`config.mk`:
```
export PLATFORM = sky130hd
export DESIGN_NAME = pipeline_hazard_ctrl
export DESIGN_NICKNAME = d
export VERILOG_FILES = /design/src/rtl/pipeline_hazard_ctrl.sv
export SDC_FILE = /design/constraint.sdc
export NUM_CORES = 1
export LEC_CHECK = 0
export ABC_AREA = 1
export ABC_CLOCK_PERIOD_IN_PS = 1600
export CORE_MARGIN = 4
export CORE_UTILIZATION = 43
export CTS_CLUSTER_SIZE = 24
export DETAILED_ROUTE_END_ITERATION = 8
export PLACE_DENSITY = 0.79
export SYNTH_ARGS = -nofsm -noshare
export SYNTH_HDL_FRONTEND = slang
export SYNTH_SLANG_ARGS = --single-unit
export TNS_END_PERCENT = 1
```
`constraint.sdc`:
```
create_clock -name clk -period 1.6 [get_ports clk]
set_input_delay 0.16 -clock clk [delete_from_list [all_inputs] [get_ports clk]]
set_output_delay 0.16 -clock clk [all_outputs]
set_load 0.05 [all_outputs]
```
`src/rtl/pipeline_hazard_ctrl.sv`:
```
// Hazard and sequencing controller for the 5-stage RV32I pipeline: operand
// forwarding, load-use stall, branch flush, debug halt/step FSM and event counters.
module pipeline_hazard_ctrl #(
  parameter int CNT_W        = 16,
  parameter int DRAIN_CYCLES = 3
) (
  input  logic             clk,
  input  logic             rst,
  input  logic [4:0]       Rs1D,
  input  logic [4:0]       Rs2D,
  input  logic [4:0]       Rs1E,
  input  logic [4:0]       Rs2E,
  input  logic [4:0]       RdE,
  input  logic [4:0]       RdM,
  input  logic [4:0]       RdW,
  input  logic             ResultSrcE,
  input  logic             RegWriteM,
  input  logic             RegWriteW,
  input  logic             PCSrcE,
  input  logic             halt_req,
  input  logic             step_req,
  output logic [1:0]       ForwardAE,
  output logic [1:0]       ForwardBE,
  output logic             StallF,
  output logic             StallD,
  output logic             FlushD,
  output logic             FlushE,
  output logic             halted,
  output logic [CNT_W-1:0] stall_count,
  output logic [CNT_W-1:0] flush_count
);

  localparam int DW = $clog2(DRAIN_CYCLES) + 1;
  localparam logic [DW-1:0] DRAIN_LAST = DW'(DRAIN_CYCLES - 1);

  typedef enum logic [1:0] {
    RUN     = 2'd0,
    HALTING = 2'd1,
    HALTED  = 2'd2,
    STEP    = 2'd3
  } state_t;

  state_t          state_p1, state_nxt;
  logic [DW-1:0]   drain_p1, drain_nxt;
  logic            freeze;
  logic            lwstall;

  function automatic logic [1:0] fwd_sel(
    input logic [4:0] rs,
    input logic       wr_m,
    input logic [4:0] rd_m,
    input logic       wr_w,
    input logic [4:0] rd_w
  );
    logic [1:0] sel;
    sel = 2'b00;
    if (wr_m && (rd_m != 5'd0) && (rd_m == rs))
      sel = 2'b10;
    else if (wr_w && (rd_w != 5'd0) && (rd_w == rs))
      sel = 2'b01;
    return sel;
  endfunction

  function automatic logic [CNT_W-1:0] sat_inc(
    input logic [CNT_W-1:0] v,
    input logic             en
  );
    logic [CNT_W-1:0] r;
    r = v;
    if (en && (v != {CNT_W{1'b1}}))
      r = v + 1'b1;
    return r;
  endfunction

  assign lwstall = ResultSrcE && (RdE != 5'd0) && ((RdE == Rs1D) || (RdE == Rs2D));

  // Forwarding is held at RD1E/RD2E while in reset so Execute sees register-file data.
  always_comb begin
    ForwardAE = 2'b00;
    ForwardBE = 2'b00;
    if (!rst) begin
      ForwardAE = fwd_sel(Rs1E, RegWriteM, RdM, RegWriteW, RdW);
      ForwardBE = fwd_sel(Rs2E, RegWriteM, RdM, RegWriteW, RdW);
    end
  end

  // Stage p1: FSM state and drain counter
  always_ff @(posedge clk) begin
    if (rst) begin
      state_p1 <= RUN;
      drain_p1 <= '0;
    end else begin
      state_p1 <= state_nxt;
      drain_p1 <= drain_nxt;
    end
  end

  always_comb begin
    state_nxt = state_p1;
    drain_nxt = drain_p1;
    case (state_p1)
      RUN: begin
        if (halt_req) begin
          state_nxt = HALTING;
          drain_nxt = '0;
        end
      end
      HALTING: begin
        if (!halt_req) begin
          state_nxt = RUN;
          drain_nxt = '0;
        end else if (drain_p1 == DRAIN_LAST) begin
          state_nxt = HALTED;
          drain_nxt = '0;
        end else begin
          drain_nxt = drain_p1 + 1'b1;
        end
      end
      HALTED: begin
        if (!halt_req)
          state_nxt = RUN;
        else if (step_req)
          state_nxt = STEP;
      end
      STEP: begin
        // The stepped instruction only leaves Decode once its load-use bubble clears.
        if (!lwstall) begin
          state_nxt = HALTING;
          drain_nxt = '0;
        end
      end
      default: begin
        state_nxt = RUN;
        drain_nxt = '0;
      end
    endcase
  end

  always_comb begin
    freeze = (state_p1 == HALTING) || (state_p1 == HALTED);
  end

  // Branch redirect outranks every hold so the PC always takes the target.
  always_comb begin
    StallF = 1'b0;
    StallD = 1'b0;
    FlushD = 1'b0;
    FlushE = 1'b0;
    if (rst) begin
      FlushD = 1'b1;
      FlushE = 1'b1;
    end else if (PCSrcE) begin
      FlushD = 1'b1;
      FlushE = 1'b1;
    end else if (lwstall || freeze) begin
      StallF = 1'b1;
      StallD = 1'b1;
      FlushE = 1'b1;
    end
  end

  // Stage p1: halted flag and saturating event counters
  always_ff @(posedge clk) begin
    if (rst) begin
      halted      <= 1'b0;
      stall_count <= '0;
      flush_count <= '0;
    end else begin
      halted      <= (state_nxt == HALTED);
      stall_count <= sat_inc(stall_count, lwstall && !PCSrcE);
      flush_count <= sat_inc(flush_count, PCSrcE);
    end
  end

endmodule

```
==> flow_summary_export.csv <==
group,metric,value,unit
logic_synthesis,synth_area,2744,um2
die,fp.coreArea,6061,um2
setup_path,crit_slowest_cell,"dfxtp_2",
place,port_buffers,83,
final_layout,diodes,0,
die,die_area,7723,um2
setup_path,required,1840,ps
sta,max_freq,620.7,MHz
setup_path,cp.arrival,1850,ps
setup_path,critPathKind,"reg -> reg",
die,die_w,87.88,um
sta,slew_headroom,75.84,%
sta,rsz0062_at_grt,"yes",
sta,worst_slew_pin_slew,358.5,ps
sta,drv_slew,0,
clocking,cts_tree,"built",
pwr,p_clk_share,32.3,%
drt,first_iter_violations,182,
sta,finalSetupViolCount,1,
pwr,switching_share,30.18,%
status,violations,"setup timing",
drt,firstDrtPassIters,5,
global_route,grt_pass1_vias,3128,
setup_path,end_kind,"flop",
die,ios,84,
place,dp_hpwl,6429,um
logic_synthesis,synth.top_cells.by_area,"dfxtp_1, nand2_1, inv_1",
drt,vias,3295,
pwr,p_comb_share,24.4,%
clocking,root_buffer,"clkbuf_8",
clocking,ctsHoldBuffers,0,
die,start_util,45.27,%
drt,drcViolationCount,0,
global_route,grt_usage,22.48,%
final_layout,final_layout_size_suffix_gt1_share,37.21,%
pwr,p_seq_share,43.3,%
clocking,clock_sinks,38,
die,fp.dieH,87.88,um
die,num_rows,28,
setup_path,start_kind,"flop",
clocking,clk_pin_slew,90,ps
hold_path,min_path_type,"reg -> reg",
place,dp_slack,-382.0,ps
logic_synthesis,yosysTopAreaCellShare,27.72,%
drt,avgRoutedWirePerCell,13.72,um
drt,postRouteAntennaNets,0,
setup_path,ff2ff_path_depth,11,
global_route,grt_pass1_wl,13830,um
final_layout,nFillCells,451,
sta,fin_hold_ws,493.4,ps
setup_path,critical_path_peak_fanout,5,
setup_path,startpoint,"stall_count[1]",
logic_synthesis,ys_ff_latch,38,
setup_path,critPathCapture,"stall_count[3]",
run,drv_cap,0,
final_layout,final_common_cell,"buf_4",
logic_synthesis,yosysSeqAreaShare,27.72,%
pwr,p_int,0.001555,W
setup_path,timing.rr.end,"stall_count[3]",
logic_synthesis,synth_fp_nets,466,
logic_synthesis,yosys.area.top_type,"dfxtp_1",
sta,period_share,100.7,%
global_route,overflow,0,
global_route,grt_max_degree,19,
setup_path,critPathMaxStageDelay,340,ps
clocking,cts_buffers,5,
setup_path,crit_chain,"ha_4, nand2_2, inv_2, nand3_4, nor3_4, a21oi_2, nand2_4, buf_6, o21ai_2, nand2_1, nor2_1",
pwr,p_switching,0.0006720,W
setup_path,rrSetupSlack,-10,ps
logic_synthesis,avgSynthCellArea,6.612,um2
final_layout,areaGrowthSynthToFinish,58.73,%
clocking,clk_latency,300,ps
pwr,powerDensity,511.2,nW/um2
drt,wl,8696,um
drt,via_per_inst,5.197,
pwr,ir_drop,0.3113,mV
sta,hold_viol_final,0,
pwr,leakagePower,1.956,nW
sta,finalWorstSetupSlack,-11.10,ps
final_layout,fin_nets,609,
final_layout,final_cell_mix,"buf_4, nand2_1, inv_1, nor2_1, dfxtp_1",
logic_synthesis,ys_warn_count,0,
logic_synthesis,ys_types,42,
clocking,cts.htree.levels,2,
logic_synthesis,synth_cells,415,
clocking,cts_buffer_depth,2,
setup_path,r2r_start,"stall_count[1]",
status,status,"complete, but fails checks",
sta,period_needed,1611,ps
sta,skew,10.85,ps
global_route,antenna_found_initial,0,
place,gp_congestion,0.8735,
[area by class of cell]
type / count / area, um2 / share of cell area, %
clock inverter: 2 / 12.51 / 0.2873
sequential: 38 / 768.2 / 17.64
tap: 75 / 93.84 / 2.155
multi-input combinational: 306 / 1889 / 43.38
clock buffer: 6 / 82.58 / 1.896
inverter: 63 / 244.0 / 5.602
timing repair buffer: 144 / 1265 / 29.04
[registers in the layout, indices dropped and copies added, names as in the netlist]
register and flops:
halted 1, state_p1 2, flush_count 16, drain_p1 3, stall_count 16
[power by group through the flow]
stage / Clock, W / Sequential, W / Combinational (W)
finish: 0.000718 / 0.000965 / 0.000543
global route: 0.000767 / 0.000967 / 0.000584
CTS: 0.000733 / 0.000965 / 0.000530
detailed placement: 0 / 0.000987 / 0.000508
global placement: 0 / 0.000985 / 0.000492
floorplan: 0 / 0.00101 / 0.000216
[critical path: cells and delay by family, from the launching register on]
family,cells,cell delay [ps]
AND/OR/NAND/NOR,6,570
adder cells (fa/ha/maj),1,160
AO/OA/AOI/OAI,2,290
flip-flops,1,340
buffers and inverters,2,190
[routing by layer]
layer | wire length [um] | part of all wire (%) | vias up | track usage (%)
met5 | 0 | 0 | - | 0
met3 | 501 | 5.8 | 24 | 3.951
met1 | 3561 | 41 | 1531 | 26.48
met2 | 4419 | 51 | 125 | 40.21
met4 | 214 | 2.5 | 0 | 8.926
li1 | - | - | 1615 | -
[worst min-delay path by stage]
stage,cells past startpoint,startpoint,endpoint,slack (ps)
final,2,flush_count[4],flush_count[4],490
after global routing,2,flush_count[4],flush_count[4],520
after CTS,2,flush_count[4],flush_count[4],490
after detailed placement,2,flush_count[4],flush_count[4],480
after global placement,2,flush_count[4],flush_count[4],480
after floorplan,2,rst,flush_count[5],400
[synth_stat cells]
master and count:
buf_12 1, o21ai_0 14, xnor2_1 13, clkbuf_1 3, buf_4 1, a31oi_1 1, ha_1 8, o221a_2 1
nor3b_2 1, buf_1 1, a21oi_1 19, buf_6 1, o41ai_1 1, a21oi_2 11, nor4_2 1, nor3_1 16
nor2_2 2, a2111oi_0 1, clkinv_1 2, inv_1 53, nand3_2 2, inv_2 7, inv_6 1, dfxtp_1 38
a21oi_4 1, nand3b_1 1, nor3b_1 1, nor2_1 46, nand3_1 28, and3_1 1, o211ai_1 1, nor3_2 2
or2_2 2, a22o_1 1, o21ai_1 7, nand4_1 5, xor2_1 16, nor4_1 2, buf_2 1, nand2_2 12
nand2_4 1, nand2_1 88
[cell families after synthesis]
| logic type | Yosys count | share of synthesized area (%) |
|---|---|---|
| xor gates and xnor gates | 29 | 9.257 |
| DFF | 38 | 27.72 |
| and+or+nand+nor | 211 | 35.16 |
| buffers and inverters | 71 | 10.94 |
| AOI/OAI and AO/OA | 58 | 13.27 |
| adders and majority gates | 8 | 3.648 |
[repair_timing]
action,CTS,global route
resized for setup,83,31
setup endpoints to repair,15,35
buffers inserted,4,3
pin swaps,24,29
[stage by stage]
step / utilization, % / power [W] / std cells / area, um2 / TNS [ps]
2_1_floorplan: - / 0.001224 / 415 / 2763 / -4938
3_3_place_gp: 66.52 / 0.001477 / 619 / 4031 / -5730
3_5_place_dp: 66.52 / 0.001494 / 619 / 4031 / -7252
6_report: 71.86 / 0.002227 / 634 / 4355 / -11.10
4_1_cts: 70.29 / 0.002227 / 631 / 4260 / -45.09
5_1_grt: 71.86 / 0.002318 / 634 / 4355 / -1769
Power figures use the tool's default switching activity.
